**src/rtl/instr_fetch_pkg.sv**
```systemverilog
// Shared opcode constants, fetch FSM encodings and the fetch-buffer entry layout
// used by the fetch stage and its immediate generator.
package instr_fetch_pkg;

    localparam logic [6:0] OP_R      = 7'b0110011;
    localparam logic [6:0] OP_IMM    = 7'b0010011;
    localparam logic [6:0] OP_LOAD   = 7'b0000011;
    localparam logic [6:0] OP_STORE  = 7'b0100011;
    localparam logic [6:0] OP_BRANCH = 7'b1100011;
    localparam logic [6:0] OP_JAL    = 7'b1101111;
    localparam logic [6:0] OP_JALR   = 7'b1100111;
    localparam logic [6:0] OP_LUI    = 7'b0110111;
    localparam logic [6:0] OP_AUIPC  = 7'b0010111;

    localparam logic [1:0] ST_IDLE  = 2'd0;
    localparam logic [1:0] ST_REQ   = 2'd1;
    localparam logic [1:0] ST_WAIT  = 2'd2;
    localparam logic [1:0] ST_DRAIN = 2'd3;

    typedef struct packed {
        logic [31:0] pc;
        logic [31:0] instr;
    } fetchEntry_t;

endpackage

```
**src/rtl/instr_fetch_imm_gen.sv**
```systemverilog
// Combinational immediate generator: one 32-bit instruction word in, the
// sign-extended immediate for its encoding format out (0 for R-type/unknown).
module imm_gen
    import instr_fetch_pkg::*;
(
    input  logic [31:0] instr,
    output logic [31:0] imm
);

    always_comb begin
        imm = '0;
        case (instr[6:0])
            OP_IMM, OP_LOAD, OP_JALR: imm = {{20{instr[31]}}, instr[31:20]};
            OP_STORE:                 imm = {{20{instr[31]}}, instr[31:25], instr[11:7]};
            OP_BRANCH:                imm = {{19{instr[31]}}, instr[31], instr[7], instr[30:25],
                                             instr[11:8], 1'b0};
            OP_LUI, OP_AUIPC:         imm = {instr[31:12], 12'b0};
            OP_JAL:                   imm = {{11{instr[31]}}, instr[31], instr[19:12], instr[20],
                                             instr[30:21], 1'b0};
            OP_R:                     imm = '0;
            default:                  imm = '0;
        endcase
    end

endmodule

```
**src/rtl/instr_fetch.sv**
```systemverilog
// Fetch stage: owns the PC, issues one instruction-memory read at a time, buffers
// responses in a small FIFO and presents split fields plus immediate to the decoder.
module instr_fetch
    import instr_fetch_pkg::*;
#(
    parameter logic [31:0] RESET_PC  = 32'h0000_0000,
    parameter int          BUF_DEPTH = 2
) (
    input  logic        clk,
    input  logic        rst,
    output logic        imem_req_valid,
    input  logic        imem_req_ready,
    output logic [31:0] imem_addr,
    input  logic        imem_resp_valid,
    input  logic [31:0] imem_resp_data,
    input  logic        redirect_valid,
    input  logic [31:0] redirect_pc,
    output logic        dec_valid,
    input  logic        dec_ready,
    output logic [31:0] dec_pc,
    output logic [6:0]  opcode,
    output logic [2:0]  func3,
    output logic [6:0]  func7,
    output logic [4:0]  regNum0,
    output logic [4:0]  regNum1,
    output logic [4:0]  regWriteNum,
    output logic [31:0] imm
);

    localparam int PTR_W = $clog2(BUF_DEPTH);
    localparam int CNT_W = PTR_W + 1;
    localparam logic [CNT_W-1:0] DEPTH_CNT = CNT_W'(BUF_DEPTH);

    logic [1:0]       stateReg, stateNext;
    logic [31:0]      pcReg, pcNext;
    logic [31:0]      reqPcReg, reqPcNext;
    logic [PTR_W-1:0] headReg, tailReg;
    logic [CNT_W-1:0] countReg, countNext;
    fetchEntry_t      fifoMem [BUF_DEPTH];
    fetchEntry_t      headEntry;
    logic [31:0]      headInstr;
    logic             doPush, doPop;

    assign doPop  = dec_valid && dec_ready;
    assign doPush = (stateReg == ST_WAIT) && imem_resp_valid && !redirect_valid;

    always_comb begin
        countNext = countReg;
        if (redirect_valid)
            countNext = '0;
        else if (doPush && !doPop)
            countNext = countReg + CNT_W'(1);
        else if (!doPush && doPop)
            countNext = countReg - CNT_W'(1);
    end

    always_comb begin
        stateNext = stateReg;
        pcNext    = pcReg;
        reqPcNext = reqPcReg;
        case (stateReg)
            // A request only leaves IDLE when its response already has a slot.
            ST_IDLE:  if (countReg < DEPTH_CNT) stateNext = ST_REQ;
            ST_REQ:   if (imem_req_ready) begin
                          stateNext = ST_WAIT;
                          reqPcNext = pcReg;
                          pcNext    = pcReg + 32'd4;
                      end
            ST_WAIT:  if (imem_resp_valid)
                          stateNext = (countNext < DEPTH_CNT) ? ST_REQ : ST_IDLE;
            ST_DRAIN: if (imem_resp_valid) stateNext = ST_REQ;
            default:  stateNext = ST_IDLE;
        endcase

        if (redirect_valid) begin
            pcNext = redirect_pc & ~32'h3;
            case (stateReg)
                ST_IDLE:  stateNext = ST_REQ;
                ST_REQ:   stateNext = imem_req_ready  ? ST_DRAIN : ST_REQ;
                ST_WAIT:  stateNext = imem_resp_valid ? ST_REQ   : ST_DRAIN;
                // The stale response arriving alongside the redirect is the one being drained.
                ST_DRAIN: stateNext = imem_resp_valid ? ST_REQ   : ST_DRAIN;
                default:  stateNext = ST_REQ;
            endcase
        end
    end

    always_ff @(posedge clk) begin
        if (rst) begin
            stateReg <= ST_IDLE;
            pcReg    <= RESET_PC;
            reqPcReg <= RESET_PC;
            headReg  <= '0;
            tailReg  <= '0;
            countReg <= '0;
        end else begin
            stateReg <= stateNext;
            pcReg    <= pcNext;
            reqPcReg <= reqPcNext;
            countReg <= countNext;
            if (redirect_valid) begin
                headReg <= '0;
                tailReg <= '0;
            end else begin
                if (doPush) tailReg <= tailReg + PTR_W'(1);
                if (doPop)  headReg <= headReg + PTR_W'(1);
            end
        end
    end

    generate
        for (genvar gi = 0; gi < BUF_DEPTH; gi++) begin : gEntry
            always_ff @(posedge clk) begin
                if (doPush && tailReg == PTR_W'(gi))
                    fifoMem[gi] <= '{pc: reqPcReg, instr: imem_resp_data};
            end
        end
    endgenerate

    assign imem_req_valid = (stateReg == ST_REQ);
    assign imem_addr      = pcReg;
    assign dec_valid      = (countReg != '0);

    // Gating the head word to zero makes every decoded field and imm read 0 when empty.
    assign headEntry   = fifoMem[headReg];
    assign headInstr   = dec_valid ? headEntry.instr : 32'h0;
    assign dec_pc      = dec_valid ? headEntry.pc : 32'h0;
    assign opcode      = headInstr[6:0];
    assign func3       = headInstr[14:12];
    assign func7       = headInstr[31:25];
    assign regNum0     = headInstr[19:15];
    assign regNum1     = headInstr[24:20];
    assign regWriteNum = headInstr[11:7];

    imm_gen uImmGen (
        .instr (headInstr),
        .imm   (imm)
    );

endmodule

```
**config.mk**
```make
export PLATFORM = sky130hd
export DESIGN_NAME = instr_fetch
export DESIGN_NICKNAME = d
export VERILOG_FILES = /design/src/rtl/instr_fetch_pkg.sv /design/src/rtl/instr_fetch_imm_gen.sv /design/src/rtl/instr_fetch.sv
export SDC_FILE = /design/constraint.sdc
export NUM_CORES = 1
export LEC_CHECK = 0
export ABC_AREA = 1
export CAP_MARGIN = 20
export CORE_ASPECT_RATIO = 1.75
export CORE_UTILIZATION = 51
export DETAILED_ROUTE_END_ITERATION = 10
export GPL_ROUTABILITY_DRIVEN = 0
export HOLD_SLACK_MARGIN = 0.06
export PLACE_DENSITY = 0.79
export SYNTH_ARGS = -nofsm -noshare
export SYNTH_HDL_FRONTEND = slang
export SYNTH_SLANG_ARGS = --single-unit
```
**constraint.sdc**
```tcl
create_clock -name clk -period 6.5 [get_ports clk]
set_input_delay 1.95 -clock clk [delete_from_list [all_inputs] [get_ports clk]]
set_output_delay 1.95 -clock clk [all_outputs]
set_load 0.02 [all_outputs]
```
==> results of run 1 <==
-- report_power, final --
part	leakage, nW	internal, mW	switching, mW	total (mW)
combinational	2.44	0.0834	0.0949	0.178
clock	0.286	0.538	0.487	1.02
sequential	1.66	1.32	0.0266	1.34
total	4.39	1.94	0.608	2.55
-- cell families (layout without fill, tap and decap cells) --
kind of cell | Yosys count | after routing | share of synthesized area
xor gates and xnor gates | 11 | 11 | 0.0109
buffers and inverters | 135 | 318 | 0.0690
and+or+nand+nor | 489 | 489 | 0.244
other | 1 | 4 | 0.000425
adders and majority gates | 4 | 4 | 0.00568
AOI/OAI and AO/OA | 162 | 162 | 0.0953
DFF | 191 | 191 | 0.574
-- sequential cells by signal, summed over array words and instances (netlist names), named ones only --
name	count
countReg	2
fifoMem	124
headReg	1
imem_addr	30
reqPcReg	30
stateReg	2
tailReg	1
-- worst paths after layout --
| check | to | cells after the start |
|---|---|---|
| max | imm[11] | 12 |
| min | fifoMem[1][53] | 0 |
| max reg2reg | stateReg[0] | 11 |
| min reg2reg | fifoMem[1][53] | 0 |
-- per-stage QoR --
step                instance area, um^2  total power, mW
finish                            11400             2.55
global route                      11400             2.63
CTS                               11400             2.56
detailed placement                10800             1.55
global placement                  10800             1.54
floorplan                          8830             1.45
-- worst max-delay path, cell delays in order, from the launching register on --
cell and delay (ns):
sky130_fd_sc_hd__dfxtp_1 0.36, sky130_fd_sc_hd__inv_1 0.07, sky130_fd_sc_hd__ha_1 0.34, sky130_fd_sc_hd__inv_4 0.49, sky130_fd_sc_hd__o21ai_2 0.12, sky130_fd_sc_hd__nor2_2 0.16, sky130_fd_sc_hd__inv_1 0.12, sky130_fd_sc_hd__nor2_4 0.18
sky130_fd_sc_hd__nand2_2 0.08, sky130_fd_sc_hd__nand2_2 0.09, sky130_fd_sc_hd__nand2_2 0.35, sky130_fd_sc_hd__nand3_1 0.23, sky130_fd_sc_hd__clkdlybuf4s50_1 0.62
-- layout make-up --
class                           count  area share
Timing Repair Buffer              200       0.175
Clock inverter                     13      0.0119
Sequential cell                   191       0.443
Clock buffer                       19      0.0397
Multi-Input combinational cell    670       0.277
Tap cell                          227      0.0248
Inverter                           86      0.0284
-- per-layer routing --
metal  up-vias  global-route usage
met4         0               0.154
met5         -                   0
met3        56              0.0360
met1      3309               0.243
li1       3604                   -
met2       242               0.478
-- cells in the final DEF, fill, tap and decap left out, drive strengths merged, types with 2 or more instances in the layout --
cell type and instances:
or2 3, conb 4, clkinv 2, nand3 68
buf 7, clkdlybuf4s50 193, a21oi 59, dfxtp 67
nand2 226, xor2 8, clkinvlp 2, nor3 7
inv 95, xnor2 3, edfxtp 124, o21ai 93
clkbuf 19, nor2 183, a31oi 5, ha 4
==> run_results.csv, run 1 <==
group,metric,value,unit
final_layout,multi_input_comb_area,0.00317,mm^2
job,max-cap-violations,0,
synthesis,synth.cell_area,0.00882,mm^2
synthesis,synth_top_flop_cell,"sky130_fd_sc_hd__edfxtp_1",
power,leakage,4.39,nW
critical_path,cp-end-kind,"output port",
route,num_vias,7211,
route,top_layer,"met4",
synthesis,async_sr_flop_fraction,0,
sta,timing.final.hold_violations,0,
cts,clockBufferDepth,2,
final_layout,nNetsFinal,1240,
cts,cts.repair_timing.setup_buffer_count,0,
synthesis,synth_top_area_share,0.422,
synthesis,post_synth_most_frequent_cells,"sky130_fd_sc_hd__nand2_1, sky130_fd_sc_hd__nor2_1, sky130_fd_sc_hd__edfxtp_1, sky130_fd_sc_hd__o21ai_0, sky130_fd_sc_hd__inv_1",
route,route.met3.wl,895,um
critical_path,worstSetupStartpoint,"countReg[1]",
synthesis,post_synth_num_cell_types,39,
cts,clock_tree.root_cell,"sky130_fd_sc_hd__clkbuf_16",
critical_path,worst_ep_required_time,4.55,ns
die,placeableCoreArea,0.0169,mm^2
final_layout,flow.area_growth_from_synthesis,29.7,%
route,antenna_violating_nets_post_route,0,
sta,max_slew_margin,0.359,
grt,pin_count_of_the_biggest_net_entering_global_routing,63,
placed_design,place.detailed.hpwl,15400,um
route,drc,0,
synthesis,seq_area_frac_synth,0.574,
sta,ratio_of_final_minimum_period_to_clock_period,0.861,
route,routed_wirelength,21400,um
cts,cts_resized,0,
synthesis,synth-seq-cells,191,
synthesis,syn-mean-instance-area,8.88,um^2
placed_design,dp_worst_setup_slack,1.26,ns
critical_path,flop_to_flop_setup_slack,4.10,ns
final_layout,layout.core_utilization,0.675,
cts,clk_latency,0.43,ns
die,die_area,0.0178,mm^2
synthesis,synthTopCellsByArea,"sky130_fd_sc_hd__edfxtp_1, sky130_fd_sc_hd__dfxtp_1, sky130_fd_sc_hd__nand2_1",
grt,grt_first_pass_wirelength,34100,um
synthesis,synth-warning-count,0,
sta,finalWorstPathRequiredPeriod,5.60,ns
sta,finalSetupTns,0,ns
route,avgRoutedWirePerCell,15.2,um
critical_path,data_arrival_time_at_the_worst_slack_endpoint,3.65,ns
final_layout,final-seq-area,0.00507,mm^2
route,route.layer.met1.wl,7490,um
critical_path,critPathKind,"flop to output port",
final_layout,n_fill_cell,1324,
grt,grt_util_all_layers,0.249,
route,wl_met2,12000,um
die,floorplan.die.height,176,um
cts,tritoncts_num_sinks,191,
critical_path,critical_path.reg2reg.startpoint,"countReg[1]",
route,firstDrtPassIters,5,
sta,postLayoutSetupSlackWorst,0.901,ns
cts,clkSlewWorstSetupHoldPaths,0.07,ns
critical_path,worstPathMaxFanout,58,
sta,fmax,179,MHz
final_layout,layout-drive-gt1-share,0.0831,
synthesis,syn-instance-count,993,
synthesis,post-synth-top-area-cell,"sky130_fd_sc_hd__edfxtp_1",
run_status,run_status,"completed",
critical_path,startpoint_type_of_the_worst_setup_path,"flop",
min_path,min-delay-path-class,"flop to flop",
cts,tritoncts_buffer_count,17,
cts,cts_hold_buffers,0,
die,row_count,63,
power,worst_ir_drop_on_vdd,0.179,mV
die,floorplan.die.width,101,um
power,power_per_standard_cell_area,223,mW/mm^2
sta,maxSlewViolCount,0,
route,drt-vias-per-instance,5.13,
min_path,min_from,"reqPcReg[21]",
synthesis,most_frequently_used_cell_type_in_the_post_synthesis_netlist,"sky130_fd_sc_hd__nand2_1",
final_layout,stdcell_count,1406,
grt,via_count_of_the_first_global_routing_pass,7140,
sta,unrepaired_setup_endpoints_after_global_routing,"false",
synthesis,synth_edf_count,124,
die,initial_core_util,0.520,
grt,antenna_found_initial,0,
placed_design,numPortBuffers,193,
sta,worst_slew_pin_slew,0.960,ns
placed_design,post-place-cells,1374,
cts,tritoncts,"done",
grt,grt-ovfl-total,0,
final_layout,diodes,0,
sta,hold_ws,0.452,ns
die,io_pins,200,
route,detailedRoute.firstIterationViolations,283,
sta,timing.final.setup_violations,0,
cts,cts_max_level,4,
sta,skew,0.0106,ns
No activity file was read; power rests on OpenSTA's default activity.
==> run 2, diff against run 1 <==
--- a/config.mk
+++ b/config.mk
@@ -9,6 +9,7 @@
 export CAP_MARGIN = 20
 export CORE_ASPECT_RATIO = 1.75
 export CORE_UTILIZATION = 51
+export CTS_CLUSTER_DIAMETER = 120
 export DETAILED_ROUTE_END_ITERATION = 10
 export GPL_ROUTABILITY_DRIVEN = 0
 export HOLD_SLACK_MARGIN = 0.06
==> results of run 2 <==
The final DEF is identical to that of run 1; final timing and power are the same.
